$ cat src/rtl/stopwatch_time_counter.sv
// Stopwatch SS.cc BCD time base with split (lap-freeze) display latch; display lags live by 1 clock.
// No backpressure: counts whenever count_enabled is high; all outputs registered.
module stopwatch_time_counter #(
  parameter int CLK_FREQ_HZ = 100_000_000,
  parameter int TICK_HZ     = 100
) (
  input  logic       clk,
  input  logic       reset,
  input  logic       init_regs,
  input  logic       count_enabled,
  input  logic       split,
  output logic [3:0] disp_sec_tens,
  output logic [3:0] disp_sec_ones,
  output logic [3:0] disp_cs_tens,
  output logic [3:0] disp_cs_ones,
  output logic       frozen,
  output logic       wrap
);

  localparam int DIV = CLK_FREQ_HZ / TICK_HZ;
  localparam int PW  = (DIV > 1) ? $clog2(DIV) : 1;
  localparam logic [PW-1:0] PRE_MAX = PW'(DIV - 1);

  typedef struct packed {
    logic [3:0] sec_tens;
    logic [3:0] sec_ones;
    logic [3:0] cs_tens;
    logic [3:0] cs_ones;
  } time_t;

  logic [PW-1:0] pre_q, pre_d;
  time_t         live_q, live_d;
  time_t         disp_q, disp_d;
  logic          frozen_q, frozen_d;
  logic          wrap_q, wrap_d;
  logic          tick;

  always_comb begin
    pre_d    = pre_q;
    live_d   = live_q;
    disp_d   = disp_q;
    frozen_d = frozen_q;
    wrap_d   = 1'b0;
    tick     = 1'b0;

    if (init_regs) begin
      pre_d    = '0;
      live_d   = '0;
      disp_d   = '0;
      frozen_d = 1'b0;
    end else begin
      if (count_enabled) begin
        if (pre_q == PRE_MAX) begin
          pre_d = '0;
          tick  = 1'b1;
        end else begin
          pre_d = pre_q + 1'b1;
        end
      end

      // Ripple carry; >= comparisons force any stray non-BCD digit back to 0.
      if (tick) begin
        if (live_q.cs_ones < 4'd9) begin
          live_d.cs_ones = live_q.cs_ones + 4'd1;
        end else begin
          live_d.cs_ones = 4'd0;
          if (live_q.cs_tens < 4'd9) begin
            live_d.cs_tens = live_q.cs_tens + 4'd1;
          end else begin
            live_d.cs_tens = 4'd0;
            if (live_q.sec_ones < 4'd9) begin
              live_d.sec_ones = live_q.sec_ones + 4'd1;
            end else begin
              live_d.sec_ones = 4'd0;
              if (live_q.sec_tens < 4'd5) begin
                live_d.sec_tens = live_q.sec_tens + 4'd1;
              end else begin
                live_d.sec_tens = 4'd0;
                wrap_d          = 1'b1;
              end
            end
          end
        end
      end

      if (split) begin
        frozen_d = ~frozen_q;
      end

      // Display follows the pre-edge live value, so a freeze keeps what is on screen now.
      if (!frozen_d) begin
        disp_d = live_q;
      end
    end
  end

  always_ff @(posedge clk or negedge reset) begin
    if (!reset) begin
      pre_q    <= '0;
      live_q   <= '0;
      disp_q   <= '0;
      frozen_q <= 1'b0;
      wrap_q   <= 1'b0;
    end else begin
      pre_q    <= pre_d;
      live_q   <= live_d;
      disp_q   <= disp_d;
      frozen_q <= frozen_d;
      wrap_q   <= wrap_d;
    end
  end

  assign disp_sec_tens = disp_q.sec_tens;
  assign disp_sec_ones = disp_q.sec_ones;
  assign disp_cs_tens  = disp_q.cs_tens;
  assign disp_cs_ones  = disp_q.cs_ones;
  assign frozen        = frozen_q;
  assign wrap          = wrap_q;

endmodule

$ cat config.mk
export PLATFORM = sky130hd
export DESIGN_NAME = stopwatch_time_counter
export DESIGN_NICKNAME = d
export VERILOG_FILES = /design/src/rtl/stopwatch_time_counter.sv
export SDC_FILE = /design/constraint.sdc
export NUM_CORES = 1
export LEC_CHECK = 0
export CAP_MARGIN = 30
export CORE_ASPECT_RATIO = 0.75
export CORE_MARGIN = 2
export CORE_UTILIZATION = 62
export DETAILED_ROUTE_END_ITERATION = 10
export GPL_TIMING_DRIVEN = 1
export PLACE_DENSITY = 0.94
export SYNTH_ARGS = -nofsm -noshare
export SYNTH_HDL_FRONTEND = slang
export SYNTH_SLANG_ARGS = --single-unit
export TNS_END_PERCENT = 30
$ cat constraint.sdc
create_clock -name clk -period 4.37 [get_ports clk]
set_input_delay 0.6555 -clock clk [delete_from_list [all_inputs] [get_ports clk]]
set_output_delay 0.6555 -clock clk [all_outputs]
set_load 0.02 [all_outputs]
== Word-level counts from Yosys, hierarchy flattened ==
Index checks and enable logic that the tools add are counted.
Operators by class
  add/subtract/negate cells: 5
  magnitude comparators: 4
  eq/ne operators: 5
  mux-type cells: 26
  bitwise logic cells: 1
  reductions and logical operators: 5
Operators by type and width (number)
  16-bit 2-to-1 mux: 4
  20-bit 2-to-1 mux: 3
  20-bit by 1-bit adder with 20-bit output, second input constant: 1
  20-bit equality test, second input constant: 1
  4-bit 2-to-1 mux: 5
  4-bit by 1-bit adder with 4-bit output, second input constant: 4
  4-bit < comparator, second input constant: 3
  1-bit 2-to-1 mux: 12
  12-bit 2-to-1 mux: 1
  8-bit 2-to-1 mux: 1
  2-bit inequality test, second input constant: 4
  4-bit by 3-bit < comparator with 1-bit output, second input constant: 1
  4-bit AND reduction: 1
  2-bit nonzero test: 2
  3-bit AND reduction: 1
  2-bit AND reduction: 1
  1-bit NOT: 1
Storage, ports and cells
  flip-flop bits (word level): 54
  input bits: 5
  output and inout port bits: 18
  logic and storage cells: 57

== Longest topological paths before layout ==
Gate-level depths: netlist of the first run.
  depth after elaboration: 7
  gate-level depth with buffers: 7
  gate-level depth less buffers: 7

== Worst setup path after synthesis of the first run ==
Ideal clock, no wire load.
  path kind: input port to flip-flop
  start: input port count_enabled
  end: register live_q[14] (netlist bit)
  setup time: 0.136 ns
  arrival time: 1.902 ns
  required time: 4.234 ns
  slack: 2.332 ns
  stages on the path: 5
  path buffers: 0
  cells stage by stage: nand4_4 -> or4_4 -> or4_4 -> o21ai_2 -> a21oi_1
Between the ends
  longest elaborated chain between the ends: 4
RTL lines
  start: declaration: line 10  | input logic count_enabled,
  1-bit 2-to-1 mux: line 52  | if (count_enabled) begin
  1-bit 2-to-1 mux: line 46  | if (init_regs) begin
  2-bit nonzero test (no line)
  4-bit AND reduction (no line)
  end signal: assignment: line 106  | live_q <= live_d;
  end: declaration: line 32  | time_t live_q, live_d;
No other way between the ends. The select of a mux whose other input is x is not followed.
A chain may end at the register's enable or synchronous reset.

== Worst setup path after layout of the first run ==
  start: input port init_regs
  end: register pre_q[18]
Between the ends
  longest elaborated chain between the ends: 1
  elaborated cells between the ends (all ways): 2
  those cells by class: mux (1); reduce/logical (1)
RTL lines
  start: declaration: line 9  | input logic init_regs,
  20-bit 2-to-1 mux or 2-bit nonzero test (tied branches)
  end signal: assignment: line 105  | pre_q <= pre_d;
  end: declaration: line 31  | logic [PW-1:0] pre_q, pre_d;
Several ways; a longest one is shown, not always the timed one.

==> results of run 1 <==
placed cells by master, fill, tap and decap left out, drive strengths merged, types with 2 or more instances in the layout:
cell / count
dfrtp: 54
ha: 9
nand4: 8
xnor2: 5
clkdlybuf4s50: 21
a21oi: 29
nand3: 17
xor2: 12
and3: 3
or2: 4
nor4: 4
buf: 5
or4: 4
inv: 13
or3: 2
nor2: 26
o21ai: 10
mux2i: 3
nor3: 9
nand2b: 9
nand2: 47
and4b: 2
clkbuf: 5
nor4b: 2
stage by stage:
stage / utilization [%] / hold slack (ps)
after floorplan: - / 360
after global placement: 69.3 / 509
after detailed placement: 69.6 / 515
after CTS: 72.1 / 484
after global routing: 72.1 / 514
final: 72.1 / 455
cells in the mapped netlist, drive strengths merged, types with 8 or more instances:
master / count
nand4: 8
clkbuf: 8
nand2b: 9
nor3: 9
o21ai: 10
ha: 9
nand2: 47
inv: 13
a21oi: 29
nand3: 17
nor2: 26
dfrtp: 54
xor2: 12
logic make-up after synthesis:
group           synth area share (%)
simple gates                    27.8
flops                           48.7
compound gates                  9.97
buf+inv                         2.98
xor+xnor                        5.37
fa+ha+maj                       4.06
mux                             1.08
layout make-up:
type / instances / area (µm²) / area share (%)
Clock buffer: 5 / 68.8 / 2.18
Clock inverter: 2 / 38.8 / 1.23
Inverter: 13 / 48.8 / 1.54
Multi-Input combinational cell: 222 / 1340 / 42.3
Sequential cell: 54 / 1350 / 42.7
Tap cell: 57 / 71.3 / 2.25
Timing Repair Buffer: 26 / 245 / 7.75
registers in the layout, indices dropped and copies added, names as in the netlist:
name	cells
disp_cs_tens	4
live_q	16
wrap	1
disp_cs_ones	4
disp_sec_tens	4
frozen	1
pre_q	20
disp_sec_ones	4
worst max path at each step:
stage | endpoint | slack (ps) | cells past startpoint
detailed placement | pre_q[18]$_DFFE_PN0P_ | 1290 | 6
floorplan | live_q[14]$_DFFE_PN0P_ | 2330 | 5
CTS | pre_q[18]$_DFFE_PN0P_ | 1590 | 6
global route | pre_q[18]$_DFFE_PN0P_ | 1390 | 6
global placement | pre_q[18]$_DFFE_PN0P_ | 1330 | 6
finish | pre_q[18]$_DFFE_PN0P_ | 1600 | 6
layer usage:
metal	share of wire [%]	vias to the layer above	track usage (%)
li1	-	1073	-
met1	44	1097	33.1
met2	50	68	41.9
met3	4.9	7	5.20
met4	1.2	0	9.93
met5	0	-	0
critical path, delay by kind of cell:
family / cells / cell delay, ps
compound gates: 1 / 370
xor+xnor: 1 / 160
simple gates: 3 / 840
buf+inv: 1 / 960
power by group:
| group | internal (mW) | leakage [nW] | switching, mW |
|---|---|---|---|
| sequential | 0.510 | 0.748 | 0.0110 |
| clock | 0.169 | 0.0542 | 0.157 |
| combinational | 0.0297 | 0.545 | 0.0566 |
==> metrics.txt, run 1 <==
vias per inst 5.92; Antenna Nets Post-Route 0; VDD IR max 0.181 mV; fin area 3160 µm²; initial DRC count 137; Critical Path Start Type input port; Post-CTS Setup Repair Bufs 0; HP Class in -> async; DRC 0; syn avg cell area 9.30 µm²; post_cts resized 0; Crit. End Element flip-flop; fin. max-slew vios 0; chip width 81.2 µm; hold_buf cts 0; die area 5030 µm²; skew final 6.31 ps; Clock Sinks 54; largest net degree at the start of global routing 55; CP max stage cell clkdlybuf4s50_1; Core ar. 4390 µm²; worst-path cell chain clkdlybuf4s50_1 > o2111ai_1 > nor4_1 > nand4_1 > xor2_1 > nor2_1; Area contributors post-synth dfrtp_1 49%, nand2_1 6.4%, a21oi_1 5.2%; Slew HR 37.3%; cell row count 21; initial antenna violation count 0; P_leak 1.35 nW; Cell Area, Synth 2770 µm²; Clock Tree Root clkbuf_8; IO Port Bufs 22; Fmax 361 MHz; pwr dens 295 nW/µm²; largest area contributor in the netlist dfrtp_1; Final min period 2770 ps; H-tree depth 2; Worst Tran Pin Value 931 ps; Post-Syn Nets 312; reg2reg start pre_q[8]$_DFFE_PN0P_; Reg2Reg Depth 5; final setup fails 0; pre-CTS WS 1290 ps; Yosys cell types 45; period utilisation layout 63.3%; vias in the first global route 2119; post-placement cell count 372; Seq cells post-synth 54; max cap viols 0; CTS tree built; Clock transition at path regs 90 ps; Post-Syn Instances 298; Seq/Total Area, Yosys 48.7%; r2r setup slk 2140 ps; Placer Congestion 0.850; Starting Density 63.2%; status finished, final reports clean; drt pass-1 iters 5; Syn. warnings 0; Worst Path Arrival 3000 ps; Area growth syn-to-layout 14.1%; WP data required 4600 ps; r2r endpoint live_q[5]$_DFFE_PN0P_; fillers 319; global-route usage over all layers 25.1%; Pwr Total 932 µW; first-pass GRT wire length 9.47 mm; Final nets 336; RSZ-0062 raised after global routing no; total number of vias 2245; critical-path maximum fanout 23; boundary pin count 23; Antenna diodes 0; die span in y 61.9 µm; Congestion Overflow GR 0; Synth top area share 48.7%; FFs w/ async S/R, synth 100%; worst skew pair latency 300 ps; predominant post-synthesis flop cell dfrtp_1; wire per inst 15.4 µm; clk buf depth 2; fraction of layout cells with a size suffix above 1 7.14%; final worst setup slack 1600 ps; Final TNS setup 0 ps; slowest stage delay, CP 960 ps; hpwl dp 4.06 mm; WL final 5.82 mm; placed cell areas 3060 µm²; EDFF count, synth 0; Final Non-Filler Cells 379; crit path from init_regs; total CTS buffers 5; Final Hold Fails 0; Setup Crit Path Kind in -> reg
Power figures use the tool's default switching activity.
==> run 2, diff against run 1 <==
--- a/config.mk
+++ b/config.mk
@@ -8,10 +8,10 @@
 export CAP_MARGIN = 30
 export CORE_ASPECT_RATIO = 0.75
 export CORE_MARGIN = 2
-export CORE_UTILIZATION = 62
+export CORE_UTILIZATION = 57
 export DETAILED_ROUTE_END_ITERATION = 10
 export GPL_TIMING_DRIVEN = 1
-export PLACE_DENSITY = 0.94
+export PLACE_DENSITY = 0.89
 export SYNTH_ARGS = -nofsm -noshare
 export SYNTH_HDL_FRONTEND = slang
 export SYNTH_SLANG_ARGS = --single-unit
==> constraint.sdc (replaced) <==
create_clock -name clk -period 2.66 [get_ports clk]
set_input_delay 0.399 -clock clk [delete_from_list [all_inputs] [get_ports clk]]
set_output_delay 0.399 -clock clk [all_outputs]
set_load 0.02 [all_outputs]
==> metrics.txt, run 2 (synthesis gave the netlist of run 1 again) <==
vias per inst 5.83 (was 5.92); Slew HR 39.6% (was 37.3%); commonest cells after routing, fill and taps aside 54 x dfrtp_1, 47 x nand2_1, 29 x a21oi_1 (unchanged); first-pass GRT wire length 10.8 mm (was 9.47 mm); Area growth syn-to-layout 15.9% (was 14.1%); Final nets 343 (was 336); IO Port Bufs 22 (unchanged); Largest Register pre_q (unchanged); WL final 6.19 mm (was 5.82 mm); Final min period 2190 ps; HP Class in -> async (unchanged); total CTS buffers 5 (unchanged); slowest stage delay, CP 550 ps (was 960 ps); r2r setup slk 470 ps (was 2140 ps); reg2reg start pre_q[0]$_DFFE_PN0P_ (was pre_q[8]$_DFFE_PN0P_); final setup fails 0 (unchanged); Critical Path End live_q[14]$_DFFE_PN0P_ (was pre_q[18]$_DFFE_PN0P_); pwr dens 480 nW/µm² (was 295 nW/µm²); CTS tree built (unchanged); Post-CTS Setup Repair Bufs 0 (unchanged); crit path from pre_q[0]$_DFFE_PN0P_ (was init_regs); period utilisation layout 82.2%; Core ar. 4570 µm² (was 4390 µm²); DRC 0 (unchanged); boundary pin count 23 (unchanged); Reg2Reg Depth 6 (was 5); Congestion Overflow GR 0 (unchanged); max reg flops 20 (unchanged); CP top delay family simple AND/OR/NAND/NOR gates (was buffers and inverters); Fmax 457 MHz; die span in y 64.4 µm (was 61.9 µm); Worst Path Arrival 2380 ps (was 3000 ps); skew final 5.85 ps (was 6.31 ps); largest net degree at the start of global routing 33 (was 55); global-route usage over all layers 24.9% (was 25.1%); chip width 84.5 µm (was 81.2 µm); post_cts resized 0 (unchanged); drt pass-1 iters 4 (was 5); max cap viols 0 (unchanged); H-tree depth 2 (unchanged); CP max stage cell or4_4 (was clkdlybuf4s50_1); Placer Congestion 0.907 (was 0.850); Antenna Nets Post-Route 0 (unchanged); Setup Crit Path Kind reg -> reg (was in -> reg); r2r endpoint live_q[14]$_DFFE_PN0P_ (was live_q[5]$_DFFE_PN0P_); fin. max-slew vios 0 (unchanged); wire per inst 16.0 µm (was 15.4 µm); clk buf depth 2 (unchanged); cell row count 21 (unchanged); crit path buf inv count 0 (was 1); WP data required 2850 ps (was 4600 ps); Pwr Total 1.54 mW (was 932 µW); Worst Tran Pin Value 897 ps (was 931 ps); Final TNS setup 0 ps (unchanged); final worst setup slack 473 ps (was 1600 ps); vias in the first global route 2274 (was 2119); hpwl dp 4.24 mm (was 4.06 mm); P_leak 1.38 nW (was 1.35 nW); worst-path cell chain ha_1 > nand4_4 > or4_4 > or4_4 > o21ai_2 > a21oi_1 (was clkdlybuf4s50_1 > o2111ai_1 > nor4_1 > nand4_1 > xor2_1 > nor2_1); initial DRC count 221 (was 137); VDD IR max 0.464 mV (was 0.181 mV); status finished, final reports clean (unchanged); total number of vias 2258 (was 2245); Clock Sinks 54 (unchanged); Crit path depth 6 (unchanged); critical-path maximum fanout 7 (was 23); Final Hold Fails 0 (unchanged); RSZ-0062 raised after global routing no (unchanged); Critical Path Start Type flip-flop (was input port); most common cell after layout, fill and taps aside dfrtp_1 (unchanged); Starting Density 60.6% (was 63.2%); biggest regs pre_q (20), live_q (16) (unchanged); initial antenna violation count 0 (unchanged); Crit. End Element flip-flop (unchanged); Antenna diodes 0 (unchanged); Clock transition at path regs 90 ps (about the same); worst skew pair latency 300 ps (about the same); CP most frequent cell or4_4; Clock Tree Root clkbuf_8 (unchanged); pre-CTS WS 240 ps (was 1290 ps); fraction of layout cells with a size suffix above 1 8.79% (was 7.14%); hold_buf cts 0 (unchanged); die area 5440 µm² (was 5030 µm²)
## run 2: cell count changes in the layout (fill, tap and decap cells not counted), sizes merged
cell	before	now
clkbuf	5	7
clkinv	1	0
buf	5	12
## run 2: layout make-up
cell class              count  area [µm²]
clock buffers               7        76.3
multi-input cells         222        1340
well taps                  57        71.3
flip-flops and latches     54        1350
fillers                   337        1360
clock inverters             1        30.0
inverters                  13        48.8
repair buffers             33         298
## run 2: worst min-delay path by stage
stage	cells after the start	endpoint	startpoint	slack (ps)
detailed placement	1	disp_cs_ones[0]$_DFFE_PN0N_	reset	490
floorplan	0	disp_cs_ones[0]$_DFFE_PN0N_	reset	100
global placement	1	disp_cs_ones[0]$_DFFE_PN0N_	reset	490
finish	1	disp_cs_ones[2]$_DFFE_PN0N_	reset	130
CTS	1	disp_cs_ones[0]$_DFFE_PN0N_	reset	160
global route	1	disp_cs_ones[0]$_DFFE_PN0N_	reset	190
## run 2: stage by stage
step	hold slack, ps	cell area, µm²	utilization [%]	std cells
floorplan	103	2770	-	298
global placement	491	3110	68.0	379
detailed placement	488	3110	68.0	379
CTS	157	3210	70.3	387
global route	187	3210	70.3	387
finish	134	3210	70.3	387
## run 2: power by group
part           total [mW]  internal (mW)  switching [mW]
combinational       0.148         0.0523          0.0954
clock               0.541          0.282           0.259
sequential          0.856          0.837          0.0185
## run 2: worst register-to-register path, delay by kind of cell (launching register included)
family                     cells  cell delay, ps
DFF                            1             410
adders and majority gates      1             290
and+or+nand+nor                3            1170
AOI/OAI and AO/OA              2             210
## run 2: per-layer routing
| layer | vias up | wire length [µm] | GRT usage [%] | part of all wire [%] |
|---|---|---|---|---|
| li1 | 1093 | - | - | - |
| met1 | 1088 | 2860 | 35.2 | 46 |
| met2 | 66 | 2910 | 39.2 | 47 |
| met3 | 11 | 331 | 4.52 | 5.3 |
| met4 | 0 | 85 | 7.94 | 1.4 |
| met5 | - | 0 | 0 | 0 |
==> RTL change 1, RTL diff (flow settings as in run 2) <==
Change the parameter `CLK_FREQ_HZ` from 100_000_000 to 25_000_000.
--- a/src/rtl/stopwatch_time_counter.sv
+++ b/src/rtl/stopwatch_time_counter.sv
@@ -1,7 +1,7 @@
 // Stopwatch SS.cc BCD time base with split (lap-freeze) display latch; display lags live by 1 clock.
 // No backpressure: counts whenever count_enabled is high; all outputs registered.
 module stopwatch_time_counter #(
-  parameter int CLK_FREQ_HZ = 100_000_000,
+  parameter int CLK_FREQ_HZ = 25_000_000,
   parameter int TICK_HZ     = 100
 ) (
   input  logic       clk,
Function: no difference found for any inputs over 10 cycles, from zero or initial values and one cycle with reset low; that may be too few to reach the edited logic, so the function may still have changed.
==> RTL change 1 against run 2 <==
Cell area fell by 2.5%; clock skew fell by 0.0013 ns; core utilization fell by 1.4 points; routed wire length fell by 8.4%; setup slack got worse by 0.27 ns; sequential cell count fell by 2; power fell by 12%; synthesized area fell by 0.59%; largest power group unchanged.
==> RTL change 1: results (changes against run 2) <==
Status
  – Status: finished, final reports clean

Worst setup path
  – Reg2reg end: live_q[3]$_DFFE_PN0P_
  – Worst r2r src: pre_q[8]$_DFFE_PN0P_
  – CP peak stage delay: 0.59 ns (+0.04 ns)
  – R2R setup slack: 0.21 ns (-0.27 ns)
  – Critical path peak fanout: 9 (+2)
  – Slowest CP cell: or4b_4
  – Reg2Reg Depth: 5 (-1)

Layout
  – Final Non-Filler Cells: 391 (+1.0%)
  – Largest regs: pre_q x18, live_q x16
  – Number of nets in the layout: 347 (+1.2%)
  – Fillcell total: 362 (+7.4%)
  – Share of cells above drive strength 1: 7.784% (-1.0 points)

Power and ir drop
  – VDD IR max: 336.6 uV (-27%)
  – Total chip power: 1.356 mW (-12%)
  – Sequential power share: 59.1% (+3.7 points)
  – Pleak: 1.281 nW (-7.2%)
  – Comb pwr share: 7.1% (-2.5 points)
  – Net switching power figure: 320.6 uW (-14%)

Drt
  – Final WL: 5.670 mm (-8.4%)
  – DR vias: 2,302 (+1.9%)
  – Initial detailed-routing violation count: 193 (-13%)

GRT
  – GR Util met2: 35.71% (-3.5 points)
  – Remaining global-route overflow: 0 (unchanged)
  – Met3 Use GR: 4.780% (+0.26 points)
  – Vias in the first global route: 2,158 (-5.1%)
  – Global Route Usage Sum: 22.62% (-2.3 points)
  – Pin count of the biggest net entering global routing: 53 (+61%)
  – First-pass GRT wire length: 9.853 mm (-8.8%)
  – Met1 Use GR: 31.68% (-3.6 points)

Timing
  – Hold_ws: 0.1957 ns (+0.06209 ns)
  – Clk_skew: 0.004511 ns (-0.001336 ns)
  – Slew @ Worst Pin: 0.6475 ns (-0.2492 ns)
  – Setup TNS: 0 ns (unchanged)

Yosys
  – Post-Synthesis Cells: 307 (+3.0%)
  – Post-synth top cells: nand2_1, dfrtp_1, a21oi_1
  – Largest cells by area after synthesis: dfrtp_1, nand2_1, a21oi_1, ha_1, nor2_1
  – Asr flop ratio synth: 100.0% (unchanged)
  – Mapped Nets: 321 (+2.9%)
  – Unique cell type count in the Yosys netlist: 48 (+6.7%)
  – Sequential area share after synthesis: 47.21% (-1.5 points)
  – Syn. warnings: 0 (unchanged)

Clock network
  – Clk_lat worst skew: 0.30 ns (about the same)
  – Root Buffer: clkbuf_8
  – Post_cts resized: 0 (unchanged)
  – Clock Pin Slew Worst Setup and Hold Paths: 0.09 ns (about the same)
  – CTS H-tree lvls: 2 (unchanged)
  – Post-CTS Setup Inserts: 0 (unchanged)

Placement
  – Placed cells: 383 (+1.1%)
  – Post-Place Setup Slack: 0.2307 ns (-0.009823 ns)
  – Post-DP HPWL: 4.017 mm (-5.3%)
  – Routability Congestion: 0.8734 (-3.7%)
  – Placed cell areas: 3044 um^2 (-2.1%)

Min path
  – Hold/Removal Path Class: input pin to asynchronous set/reset pin
RTL change 1: changes by cell type after synthesis, moves of 3 or more:
cell / change
nand2_1: +13
a211o_1: +3
buf_6: +3
or2_2: -3
xor2_1: -4
nor2b_1: +5
RTL change 1: kinds of logic after synthesis:
group                    share of synthesized area [%]
AO/OA/AOI/OAI                                    11.62
XOR/XNOR                                         3.813
adder cells (fa/ha/maj)                          4.085
buffers and inverters                            3.858
flip-flops                                       47.21
multiplexers                                    0.3632
AND/OR/NAND/NOR                                  29.05
RTL change 1: cell type report:
cell class | count | area (um^2) | share of cell area, %
flip-flops and latches | 52 | 1301 | 41.52
inverters | 11 | 41.29 | 1.317
well taps | 57 | 71.32 | 2.275
multi-input cells | 233 | 1355 | 43.23
clock buffers | 8 | 90.09 | 2.874
repair buffers | 30 | 275.3 | 8.782
RTL change 1: worst max path at each step:
stage                         start               endpoint  slack, ns  cells past startpoint
3_5_place_dp   pre_q[8]$_DFFE_PN0P_  live_q[3]$_DFFE_PN0P_       0.23                      5
3_3_place_gp   pre_q[8]$_DFFE_PN0P_  live_q[3]$_DFFE_PN0P_       0.30                      5
6_report       pre_q[8]$_DFFE_PN0P_  live_q[3]$_DFFE_PN0P_       0.21                      5
4_1_cts        pre_q[8]$_DFFE_PN0P_  live_q[3]$_DFFE_PN0P_       0.20                      5
2_1_floorplan  pre_q[8]$_DFFE_PN0P_  live_q[3]$_DFFE_PN0P_       0.40                      6
5_1_grt        pre_q[8]$_DFFE_PN0P_  live_q[6]$_DFFE_PN0P_       0.07                      5
RTL change 1: per-layer routing:
metal | vias up | part of all wire, %
met3 | 12 | 6.0
met5 | - | 0
met4 | 0 | 1.5
met2 | 70 | 46
li1 | 1117 | -
met1 | 1103 | 46
==> RTL change 2, RTL diff (settings of run 2) <==
Without the edit above. Make the reset (`reset`) synchronous in one clocked block.
--- a/src/rtl/stopwatch_time_counter.sv
+++ b/src/rtl/stopwatch_time_counter.sv
@@ -94,7 +94,7 @@
     end
   end
 
-  always_ff @(posedge clk or negedge reset) begin
+  always_ff @(posedge clk) begin
     if (!reset) begin
       pre_q    <= '0;
       live_q   <= '0;
Check against the original RTL: differs if reset is asserted again (counterexample within 4 cycles, from zero or initial values and one cycle with reset low); with reset held inactive, the same outputs for 10 cycles.
==> RTL change 2 against run 2 <==
Cell area decreased by 13%; synthesized area down 12%; sequential cell count unchanged; setup slack improved by 0.11 ns; global-route usage decreased by 3.5 points; count of clock-buffer cells in the layout stayed put; synthesized cell count down 2.7%; routed wire length shrank 24%.
Power is not compared: it rests on default switching activity, and its combinational part moved more than twofold at a synthesized area within 25%.
==> RTL change 2: results (changes against run 2) <==
GRT
  – First-pass GRT wire length: 7.990 mm (-26%)
  – Met3 Use GR: 6.399% (+1.9 points)
  – GR Util met2: 33.97% (-5.2 points)
  – Vias in the first global route: 1,825 (-20%)
  – Met1 Use GR: 28.44% (-6.8 points)

Yosys
  – Asr flop ratio synth: 0% (-100 points)
  – Syn Area/Cell: 8.413 um^2 (-9.6%)
  – Mux cell area share after synthesis: 2.462% (+1.4 points)
  – Synth Area in Compound Gates: 9.026% (-0.95 points)
  – Largest cells by area after synthesis: dfxtp_1, nand2_1, nor2_1, a21oi_1, xnor2_1
  – Mapped Nets: 304 (-2.6%)
  – Post-synth top cells: dfxtp_1, nand2_1, nor2_1
  – Post-Synth Adder-Cell Area: 4.615% (+0.55 points)

Drt
  – Met1 Wirelength: 2.321 mm (-19%)
  – Wire per inst: 12.59 um (-21%)
  – Vias per std cell: 5.457 (-6.5%)
  – Met2 routed WL: 2.011 mm (-31%)

Min path
  – Hold/Removal Path Class: flip-flop to flip-flop

Layout
  – Fraction of area in multi-input gates: 44.96% (+3.3 points)
  – Total area of sequential cells: 1081 um^2 (-20%)
  – Buffers excl. clock: 28 (-15%)
  – Share of cells above drive strength 1: 5.363% (-3.4 points)
  – Non-Clock Inverter Count: 14 (+1)
  – Buffering overhead: 9.456% (+0.19 points)
  – Number of nets in the layout: 331 (-3.5%)
  – Fillcell total: 311 (-7.7%)

Floorplanning
  – Core area: 4079 um^2 (-11%)

Status
  – Status: finished, final reports clean

Timing
  – Clk_skew: 0.006377 ns (+0.0005293 ns)
  – Slew margin rel.: 55.32% (+16 points)

Worst setup path
  – WP data arrival: 2.27 ns (-0.11 ns)
  – Critical path peak fanout: 20 (+13)

Placement
  – Routability Congestion: 0.8810 (-2.9%)
  – Post-DP HPWL: 3.356 mm (-21%)
  – Placed cell areas: 2729 um^2 (-12%)
## RTL change 2: cell count changes after synthesis, moves of 4 or more
cell,delta
o21ai_0,-4
xor2_1,-4
nand2b_1,-5
nand3_1,-10
nor2_1,+13
dfxtp_1,+54
dfrtp_1,-54
a21oi_1,-6
xnor2_1,+8
## RTL change 2: worst max-delay path, stage by stage, from the launching register on
cell and delay (ns):
dfxtp_1 0.35, or4b_1 0.51, or4_1 0.54, or2_4 0.27, nand2_4 0.20, nor2_1 0.08
## RTL change 2: final timing paths
check                                start                            end  slack, ns  depth (start not counted)
max                 pre_q[11]$_SDFFE_PP0P_         pre_q[14]$_SDFFE_PP0P_       0.59                          5
min          disp_sec_ones[0]$_SDFFE_PP0N_  disp_sec_ones[0]$_SDFFE_PP0N_       0.46                          2
max reg2reg         pre_q[11]$_SDFFE_PP0P_         pre_q[14]$_SDFFE_PP0P_       0.59                          5
min reg2reg  disp_sec_ones[0]$_SDFFE_PP0N_  disp_sec_ones[0]$_SDFFE_PP0N_       0.46                          2
